==> config.mk <==
export PLATFORM = sky130hd
export DESIGN_NAME = hazard_ctrl_flat
export DESIGN_NICKNAME = d
export VERILOG_FILES = /design/src/rtl/hazard_ctrl_if.sv /design/src/rtl/hazard_ctrl.sv /design/src/flat_wrapper.sv
export SDC_FILE = /design/constraint.sdc
export NUM_CORES = 1
export LEC_CHECK = 0
export BUFFER_PORTS_ARGS = -buffer_cell sky130_fd_sc_hd__buf_4
export CELL_PAD_IN_SITES_DETAIL_PLACEMENT = 2
export CELL_PAD_IN_SITES_GLOBAL_PLACEMENT = 2
export CORE_ASPECT_RATIO = 1.1
export CORE_MARGIN = 2
export CORE_UTILIZATION = 18
export CTS_CLUSTER_SIZE = 10
export DETAILED_ROUTE_END_ITERATION = 7
export PLACE_DENSITY_LB_ADDON = 0.1
export SYNTH_ARGS = -nofsm -noshare
export SYNTH_HDL_FRONTEND = slang
export SYNTH_SLANG_ARGS = --single-unit
==> constraint.sdc <==
create_clock -name clk -period 4 [get_ports clk]
set_input_delay 0.8 -clock clk [delete_from_list [all_inputs] [get_ports clk]]
set_output_delay 0.8 -clock clk [all_outputs]
set_load 0.005 [all_outputs]
==> src/rtl/hazard_ctrl_if.sv <==
// hazard_ctrl_if: pipeline <-> hazard controller signal bundle.
//   slave  : hazard controller side (register ids / control in, selects out)
//   master : pipeline side (drives ids / control, consumes selects)
// Signal names follow the pipeline's own naming (RS1_D, ForwardAE, ...).
interface hazard_ctrl_if #(
  parameter int CNT_W = 32
);
  logic [4:0]       RS1_D, RS2_D, RS1_E, RS2_E;
  logic [4:0]       RD_E, RD_M, RDW;
  logic             ResultSrcE, RegWriteM, RegWriteW, PCSrcE;
  logic             dmem_stall, halt_req;
  logic [1:0]       ForwardAE, ForwardBE;
  logic             StallF, StallD, StallE, StallM;
  logic             FlushD, FlushE, FlushW;
  logic             halt_ack;
  logic [CNT_W-1:0] stall_cnt, flush_cnt;

  modport slave (
    input  RS1_D, RS2_D, RS1_E, RS2_E, RD_E, RD_M, RDW,
    input  ResultSrcE, RegWriteM, RegWriteW, PCSrcE, dmem_stall, halt_req,
    output ForwardAE, ForwardBE, StallF, StallD, StallE, StallM,
    output FlushD, FlushE, FlushW, halt_ack, stall_cnt, flush_cnt
  );

  modport master (
    output RS1_D, RS2_D, RS1_E, RS2_E, RD_E, RD_M, RDW,
    output ResultSrcE, RegWriteM, RegWriteW, PCSrcE, dmem_stall, halt_req,
    input  ForwardAE, ForwardBE, StallF, StallD, StallE, StallM,
    input  FlushD, FlushE, FlushW, halt_ack, stall_cnt, flush_cnt
  );
endinterface

==> src/rtl/hazard_ctrl.sv <==
// hazard_ctrl: hazard / sequencing control for the 5-stage RV32I pipeline.
//   clk  : pipeline clock, rising edge
//   rst  : asynchronous reset, active low
//   hz   : hazard_ctrl_if.slave -- register ids, load/branch/mem-wait/halt
//          inputs; forwarding selects, stall/flush enables, halt_ack and
//          perf counters out.
// Optional feature: define HAZARD_PERF_CNT_EN to build the saturating
// stall_cnt / flush_cnt counters; otherwise both ports read 0.
module hazard_ctrl #(
  parameter int DRAIN_CYCLES = 4,
  parameter int CNT_W        = 32
) (
  input logic        clk,
  input logic        rst,
  hazard_ctrl_if.slave hz
);
  localparam int CW = (DRAIN_CYCLES > 1) ? $clog2(DRAIN_CYCLES) : 1;
  localparam logic [CW-1:0] LAST = CW'(DRAIN_CYCLES - 1);

  localparam logic [1:0] S_RUN    = 2'd0;
  localparam logic [1:0] S_DRAIN  = 2'd1;
  localparam logic [1:0] S_HALTED = 2'd2;

  logic [1:0]    r_state, w_state_nxt;
  logic [CW-1:0] r_cnt, w_cnt_nxt;
  logic          w_lw_stall, w_stop_fetch;

  // M stage wins over W: it holds the younger result.
  function automatic logic [1:0] fwd(input logic [4:0] rs, input logic [4:0] rdm,
                                     input logic wm, input logic [4:0] rdw,
                                     input logic ww);
    if (wm && rdm != 5'd0 && rdm == rs)      fwd = 2'b10;
    else if (ww && rdw != 5'd0 && rdw == rs) fwd = 2'b01;
    else                                     fwd = 2'b00;
  endfunction

  assign hz.ForwardAE = fwd(hz.RS1_E, hz.RD_M, hz.RegWriteM, hz.RDW, hz.RegWriteW);
  assign hz.ForwardBE = fwd(hz.RS2_E, hz.RD_M, hz.RegWriteM, hz.RDW, hz.RegWriteW);

  assign w_lw_stall = hz.ResultSrcE && hz.RD_E != 5'd0 &&
                      (hz.RD_E == hz.RS1_D || hz.RD_E == hz.RS2_D);

  // Fetch is shut off from the very cycle halt_req is seen, so no new
  // instruction enters behind the drain.
  assign w_stop_fetch = (r_state != S_RUN) || hz.halt_req;

  always_comb begin
    w_state_nxt = r_state;
    w_cnt_nxt   = r_cnt;
    case (r_state)
      S_RUN: if (hz.halt_req) begin
        w_state_nxt = S_DRAIN;
        w_cnt_nxt   = '0;
      end
      S_DRAIN: begin
        if (!hz.halt_req)         w_state_nxt = S_RUN;
        else if (!hz.dmem_stall) begin
          if (r_cnt == LAST)      w_state_nxt = S_HALTED;
          else                    w_cnt_nxt   = r_cnt + 1'b1;
        end
      end
      S_HALTED: if (!hz.halt_req) w_state_nxt = S_RUN;
      default:                    w_state_nxt = S_RUN;
    endcase
  end

  always_ff @(posedge clk or negedge rst) begin
    if (!rst) begin
      r_state <= S_RUN;
      r_cnt   <= '0;
    end else begin
      r_state <= w_state_nxt;
      r_cnt   <= w_cnt_nxt;
    end
  end

  always_comb begin
    hz.StallF = w_lw_stall || w_stop_fetch;
    hz.StallD = w_lw_stall;
    hz.StallE = 1'b0;
    hz.StallM = 1'b0;
    hz.FlushD = hz.PCSrcE || w_stop_fetch;
    hz.FlushE = w_lw_stall || hz.PCSrcE;
    hz.FlushW = 1'b0;
    // A redirect while draining must still land in PC, else the resume
    // address would be lost.
    if (hz.PCSrcE && r_state != S_HALTED) hz.StallF = 1'b0;
    // Memory wait freezes everything up to M and bubbles W; it overrides
    // all other requests for the cycle.
    if (hz.dmem_stall) begin
      hz.StallF = 1'b1;
      hz.StallD = 1'b1;
      hz.StallE = 1'b1;
      hz.StallM = 1'b1;
      hz.FlushD = 1'b0;
      hz.FlushE = 1'b0;
      hz.FlushW = 1'b1;
    end
  end

  assign hz.halt_ack = (r_state == S_HALTED);

`ifdef HAZARD_PERF_CNT_EN
  logic [CNT_W-1:0] r_stall_cnt, r_flush_cnt;

  always_ff @(posedge clk or negedge rst) begin
    if (!rst) begin
      r_stall_cnt <= '0;
      r_flush_cnt <= '0;
    end else begin
      if ((w_lw_stall || hz.dmem_stall) && r_stall_cnt != '1)
        r_stall_cnt <= r_stall_cnt + 1'b1;
      if (hz.PCSrcE && r_flush_cnt != '1)
        r_flush_cnt <= r_flush_cnt + 1'b1;
    end
  end

  assign hz.stall_cnt = r_stall_cnt;
  assign hz.flush_cnt = r_flush_cnt;
`else
  assign hz.stall_cnt = '0;
  assign hz.flush_cnt = '0;
`endif
endmodule

==> src/flat_wrapper.sv <==
// flat-port wrapper written by rule: the top's interface ports become plain ports
module hazard_ctrl_flat 
#(
  parameter int DRAIN_CYCLES = 4,
  parameter int CNT_W        = 32
)
  (clk, rst, hz_RS1_D, hz_RS2_D, hz_RS1_E, hz_RS2_E, hz_RD_E, hz_RD_M, hz_RDW, hz_ResultSrcE, hz_RegWriteM, hz_RegWriteW, hz_PCSrcE, hz_dmem_stall, hz_halt_req, hz_ForwardAE, hz_ForwardBE, hz_StallF, hz_StallD, hz_StallE, hz_StallM, hz_FlushD, hz_FlushE, hz_FlushW, hz_halt_ack, hz_stall_cnt, hz_flush_cnt);
  hazard_ctrl_if #(.CNT_W(CNT_W)) hz_i ();
  input logic clk;
  input logic rst;
  input wire logic [$bits(hz_i.RS1_D)-1:0] hz_RS1_D;
  input wire logic [$bits(hz_i.RS2_D)-1:0] hz_RS2_D;
  input wire logic [$bits(hz_i.RS1_E)-1:0] hz_RS1_E;
  input wire logic [$bits(hz_i.RS2_E)-1:0] hz_RS2_E;
  input wire logic [$bits(hz_i.RD_E)-1:0] hz_RD_E;
  input wire logic [$bits(hz_i.RD_M)-1:0] hz_RD_M;
  input wire logic [$bits(hz_i.RDW)-1:0] hz_RDW;
  input wire logic [$bits(hz_i.ResultSrcE)-1:0] hz_ResultSrcE;
  input wire logic [$bits(hz_i.RegWriteM)-1:0] hz_RegWriteM;
  input wire logic [$bits(hz_i.RegWriteW)-1:0] hz_RegWriteW;
  input wire logic [$bits(hz_i.PCSrcE)-1:0] hz_PCSrcE;
  input wire logic [$bits(hz_i.dmem_stall)-1:0] hz_dmem_stall;
  input wire logic [$bits(hz_i.halt_req)-1:0] hz_halt_req;
  output wire logic [$bits(hz_i.ForwardAE)-1:0] hz_ForwardAE;
  output wire logic [$bits(hz_i.ForwardBE)-1:0] hz_ForwardBE;
  output wire logic [$bits(hz_i.StallF)-1:0] hz_StallF;
  output wire logic [$bits(hz_i.StallD)-1:0] hz_StallD;
  output wire logic [$bits(hz_i.StallE)-1:0] hz_StallE;
  output wire logic [$bits(hz_i.StallM)-1:0] hz_StallM;
  output wire logic [$bits(hz_i.FlushD)-1:0] hz_FlushD;
  output wire logic [$bits(hz_i.FlushE)-1:0] hz_FlushE;
  output wire logic [$bits(hz_i.FlushW)-1:0] hz_FlushW;
  output wire logic [$bits(hz_i.halt_ack)-1:0] hz_halt_ack;
  output wire logic [$bits(hz_i.stall_cnt)-1:0] hz_stall_cnt;
  output wire logic [$bits(hz_i.flush_cnt)-1:0] hz_flush_cnt;
  assign hz_i.RS1_D = hz_RS1_D;
  assign hz_i.RS2_D = hz_RS2_D;
  assign hz_i.RS1_E = hz_RS1_E;
  assign hz_i.RS2_E = hz_RS2_E;
  assign hz_i.RD_E = hz_RD_E;
  assign hz_i.RD_M = hz_RD_M;
  assign hz_i.RDW = hz_RDW;
  assign hz_i.ResultSrcE = hz_ResultSrcE;
  assign hz_i.RegWriteM = hz_RegWriteM;
  assign hz_i.RegWriteW = hz_RegWriteW;
  assign hz_i.PCSrcE = hz_PCSrcE;
  assign hz_i.dmem_stall = hz_dmem_stall;
  assign hz_i.halt_req = hz_halt_req;
  assign hz_ForwardAE = hz_i.ForwardAE;
  assign hz_ForwardBE = hz_i.ForwardBE;
  assign hz_StallF = hz_i.StallF;
  assign hz_StallD = hz_i.StallD;
  assign hz_StallE = hz_i.StallE;
  assign hz_StallM = hz_i.StallM;
  assign hz_FlushD = hz_i.FlushD;
  assign hz_FlushE = hz_i.FlushE;
  assign hz_FlushW = hz_i.FlushW;
  assign hz_halt_ack = hz_i.halt_ack;
  assign hz_stall_cnt = hz_i.stall_cnt;
  assign hz_flush_cnt = hz_i.flush_cnt;
  hazard_ctrl #(.DRAIN_CYCLES(DRAIN_CYCLES), .CNT_W(CNT_W)) u_core (.clk(clk), .rst(rst), .hz(hz_i));
endmodule
# Word level (Yosys, flattened, before mapping)
# Cells that the tools add are included.
dict set report totals {
  inputBits 43
  regBits 4
  output_inout_bits 76
}
dict set report op_classes {
  eq_ne 17
  n_addsub 1
  n_reduce_logical 22
  muxes 21
}
# op count
set op_table {}
lappend op_table {{== test 5 bit} 6}
lappend op_table {{2-to-1 mux 2 bit} 11}
lappend op_table {{nonzero test 5 bit} 3}
lappend op_table {{!= test 2 bit, second input constant} 6}
lappend op_table {{logical AND 1 bit} 9}
lappend op_table {{2-to-1 mux 1 bit} 8}
lappend op_table {{case mux 2 bit (3 select lines)} 1}
lappend op_table {{logical OR 1 bit} 5}
lappend op_table {{AND reduction 5 bit} 1}
lappend op_table {{== test 2 bit, second input constant} 2}
lappend op_table {{case mux 2 bit (2 select lines)} 1}
lappend op_table {{AND reduction 4 bit} 1}
lappend op_table {{nonzero test 2 bit} 2}
lappend op_table {{!= test 3 x 2 -> 1 bit, second input constant} 1}
lappend op_table {{!= test 3 bit, second input constant} 1}
lappend op_table {{adder 2 x 1 -> 2 bit, second input constant} 1}
lappend op_table {{== test 2 x 1 -> 1 bit, second input constant} 1}
lappend op_table {{logical NOT 2 bit} 1}

# Logic depth before layout (Yosys ltp)
dict set report logic_depth {
  depth_word 6
  mapped_depth 4
}

# Worst setup path after synthesis
# OpenSTA, ideal clock, no wires.
dict set report synth_timing {
  kind {input to output}
  from {input port hz_RD_M[4]}
  to {output port hz_ForwardAE[0]}
  arrival_ps 1840
  stages 4
  setup_slack_ps 1360
  t_required_ps 3200
  n_path_buf 0
  path_cell_list {or4_1 -> o21ai_2 -> nor4_1 -> nor4_2}
}
dict set report synth_between {
  elab_chain_cells 4
  elab_cells_between_ends 5
  classes_between {eq/ne: 1; mux: 1; reduce/logical: 3}
}
# item line
set synth_rtl {}
lappend synth_rtl {{start, declared} flat_wrapper.sv:16} ;# input wire logic [$bits(hz_i.RD_M)-1:0] hz_RD_M;
lappend synth_rtl {{nonzero test 5 bit} hazard_ctrl.sv:32} ;# if (wm && rdm != 5'd0 && rdm == rs) fwd = 2'b10;
lappend synth_rtl {{logical AND 1 bit} hazard_ctrl.sv:32}
lappend synth_rtl {{logical AND 1 bit (*)} hazard_ctrl.sv:32}
lappend synth_rtl {{2-to-1 mux 2 bit (*)} hazard_ctrl.sv:32}
lappend synth_rtl {{end, declared} flat_wrapper.sv:24} ;# output wire logic [$bits(hz_i.ForwardAE)-1:0] hz_ForwardAE;
# Every way passes the cells marked *; elsewhere a longest branch is shown, timed or not.

# Final worst setup path
# Same ends and word-level chain as after synthesis.

==> out/results.txt <==
number of global-route vias before repair: 986
first-pass GRT wire length: 4.51 mm
post-layout util: 23.2%
H-tree depth: 1
Core ar.: 6160 µm²
Leakage: 0.736 nW
Rows: 30
DR WL/cell: 11.0 µm
post-synthesis xor/xnor area fraction: 22.9%
die area: 7040 µm²
library cells used by synthesis: 27
critical path cell sequence: buf_4, or4_1, o21ai_2, nor4_1, nor4_2, buf_4
Placer Congestion: 0.680
Clock Skew: 0.000589 ns
synthesized cell area: 1150 µm²
Final setup viols: 0
Sink Count: 4
final period utilization: 73.3%
GRT overflow: 0
outcome: finished clean
Setup TNS: 0 ns
Clock Path Buffers: 2
CTS clk-pin slew, worst paths: 0.03 ns
vias per cell: 3.41
max-cap violations: 0
RSZ-0062 raised after global routing: false
Worst-Margin Slew: 0.495 ns
largest net degree at the start of global routing: 14
synth-to-layout area growth: 24.1%
DRT iter0 DRCs: 3
setup bufs post-CTS: 0
Syn Inst Count: 147
Synth Register Bits: 4
minimum clock period: 2.93 ns
CTS Hold Bufs: 0
Final HPWL DP: 2.92 mm
pwr dens: 178 nW/µm²
GRT Util Overall: 7.82%
Via Count: 951
Ports: 119
root buffer cell: clkbuf_8
layout net count: 245
most area-consuming cells after synthesis: buf_4 44%, xor2_1 18%, dfrtp_1 8.7%
CP max FO: 3
dominant cell type by area after synthesis: buf_4
critical path type: in2out
startpoint types: primary input
initial antenna violation count: 0
pins over their slew limit: 0
CP max stage cell: or4_1
Crit path max-delay family: simple AND/OR/NAND/NOR gates
nature of the critical path endpoint: primary output
crit path buf inv count: 2
fraction of layout cells with a size suffix above 1: 30.2%
Syn. warnings: 0
main combinational cell family by area after synthesis: buffers and inverters
Clock Latency Late Sink: 0.21 ns
die width: 80.2 µm
ANT nets after route: 0
Slew headroom: 66.7%
VDD IR max: 0.000190 V
post-synth top area share: 43.8%
# DRC: 0
Hold Path Class: in2async
critical path arrival: 2.13 ns
final WL: 3.08 mm
simple-gate portion of the synthesized area: 13.9%
Hold Fails Final Rpt: 0
Critical Path Most Common Cell: buf_4
compound-cell area share of the yosys netlist: 8.61%
post-synthesis sequential area ratio: 8.71%
Num CTS Buffers: 3
Die H: 87.8 µm
CP required: 3.20 ns
ant diodes: 0
PortBufs: 54
DR pass1 iterations: 2
adder-cell share of the synthesized area: 1.09%
Syn Area/Cell: 7.81 µm²
most common cell after layout, fill and taps aside: conb_1
fmax: 341 MHz
CP peak stage delay: 0.53 ns
CTS tree: yes
placed insts: 276
number of gates resized after cts: 0
Fillers: 770
mux contribution to synthesized area: 0%
fin cells: 279
most frequent cells in the layout: 64 x conb_1, 54 x buf_4, 24 x xor2_1
Initial Util: 18.7%
==> kinds of logic (layout without fill, tap and decap cells) <==
logic type               count (synthesis)  count (layout)
adder cells (fa/ha/maj)                  1               1
flip-flops                               4               4
buffers and inverters                   69              58
AND/OR/NAND/NOR                         27              27
other                                    1              64
XOR/XNOR                                30              30
AO/OA/AOI/OAI                           15              15
==> metrics by stage <==
| stage | area, µm² | hold WS [ns] | power [mW] | setup slack, ns |
|---|---|---|---|---|
| global placement | 1380 | 0.527 | 0.167 | 1.06 |
| CTS | 1430 | 0.372 | 0.257 | 1.06 |
| floorplan | 1390 | 0.493 | 0.153 | 1.36 |
| detailed placement | 1380 | 0.538 | 0.170 | 1.07 |
| finish | 1430 | 0.377 | 0.254 | 1.07 |
| global route | 1430 | 0.371 | 0.277 | 0.958 |
==> area by class of cell <==
cell class | count | area (µm²) | area share [%]
Clock buffer | 3 | 41.3 | 2.90
Inverter | 1 | 3.75 | 0.263
Multi-Input combinational cell | 137 | 774 | 54.3
Sequential cell | 4 | 100 | 7.02
Tap cell | 80 | 100 | 7.02
Timing Repair Buffer | 54 | 405 | 28.4
==> where the power goes <==
group | internal [mW] | switching [mW]
Combinational | 0.0584 | 0.0604
Clock | 0.0641 | 0.0204
Sequential | 0.0455 | 0.00492
Total | 0.168 | 0.0857
==> registers in the layout, indices dropped and copies added (netlist names) <==
name	flops
u_core.r_cnt	2
u_core.r_state	2
==> per-layer routing <==
layer / track usage, % / up-vias / share of wire (%)
met5: 0 / - / 0
met4: 1.39 / 0 / 0
met3: 1.44 / 0 / 9.1
met2: 15.2 / 56 / 55
met1: 8.86 / 436 / 36
li1: - / 459 / -
==> cells in the mapped netlist <==
cell / count
o21ai_2: 1
inv_1: 1
clkbuf_1: 1
a22oi_1: 1
a21oi_1: 1
o21ai_1: 1
nand2_1: 1
nand2b_1: 2
dfrtp_1: 4
buf_4: 67
xor2_1: 24
o21a_1: 1
o21ai_0: 5
nand3_1: 2
ha_1: 1
or4_1: 5
o31ai_1: 2
nor4_1: 2
xnor2_1: 6
or3_1: 1
o21bai_1: 1
nor2_1: 7
nor3_1: 4
a22o_1: 2
conb_1: 1
nor2b_1: 1
nor4_2: 2
==> path summary, 6_finish.rpt <==
kind / depth (start not counted) / slack, ns / end / from
max in group asynchronous: 1 / 3.52 / u_core.r_cnt[0] / rst
worst min register to register: 1 / 0.55 / u_core.r_cnt[1] / u_core.r_cnt[1]
min in group clk: 1 / 0.55 / u_core.r_cnt[1] / u_core.r_cnt[1]
worst min-delay path: 1 / 0.38 / u_core.r_state[0] / rst
worst max-delay path: 6 / 1.07 / hz_ForwardAE[0] / hz_RD_M[4]
worst max register to register: 4 / 2.57 / u_core.r_cnt[1] / u_core.r_cnt[0]
No activity file was read; power rests on OpenSTA's default activity.
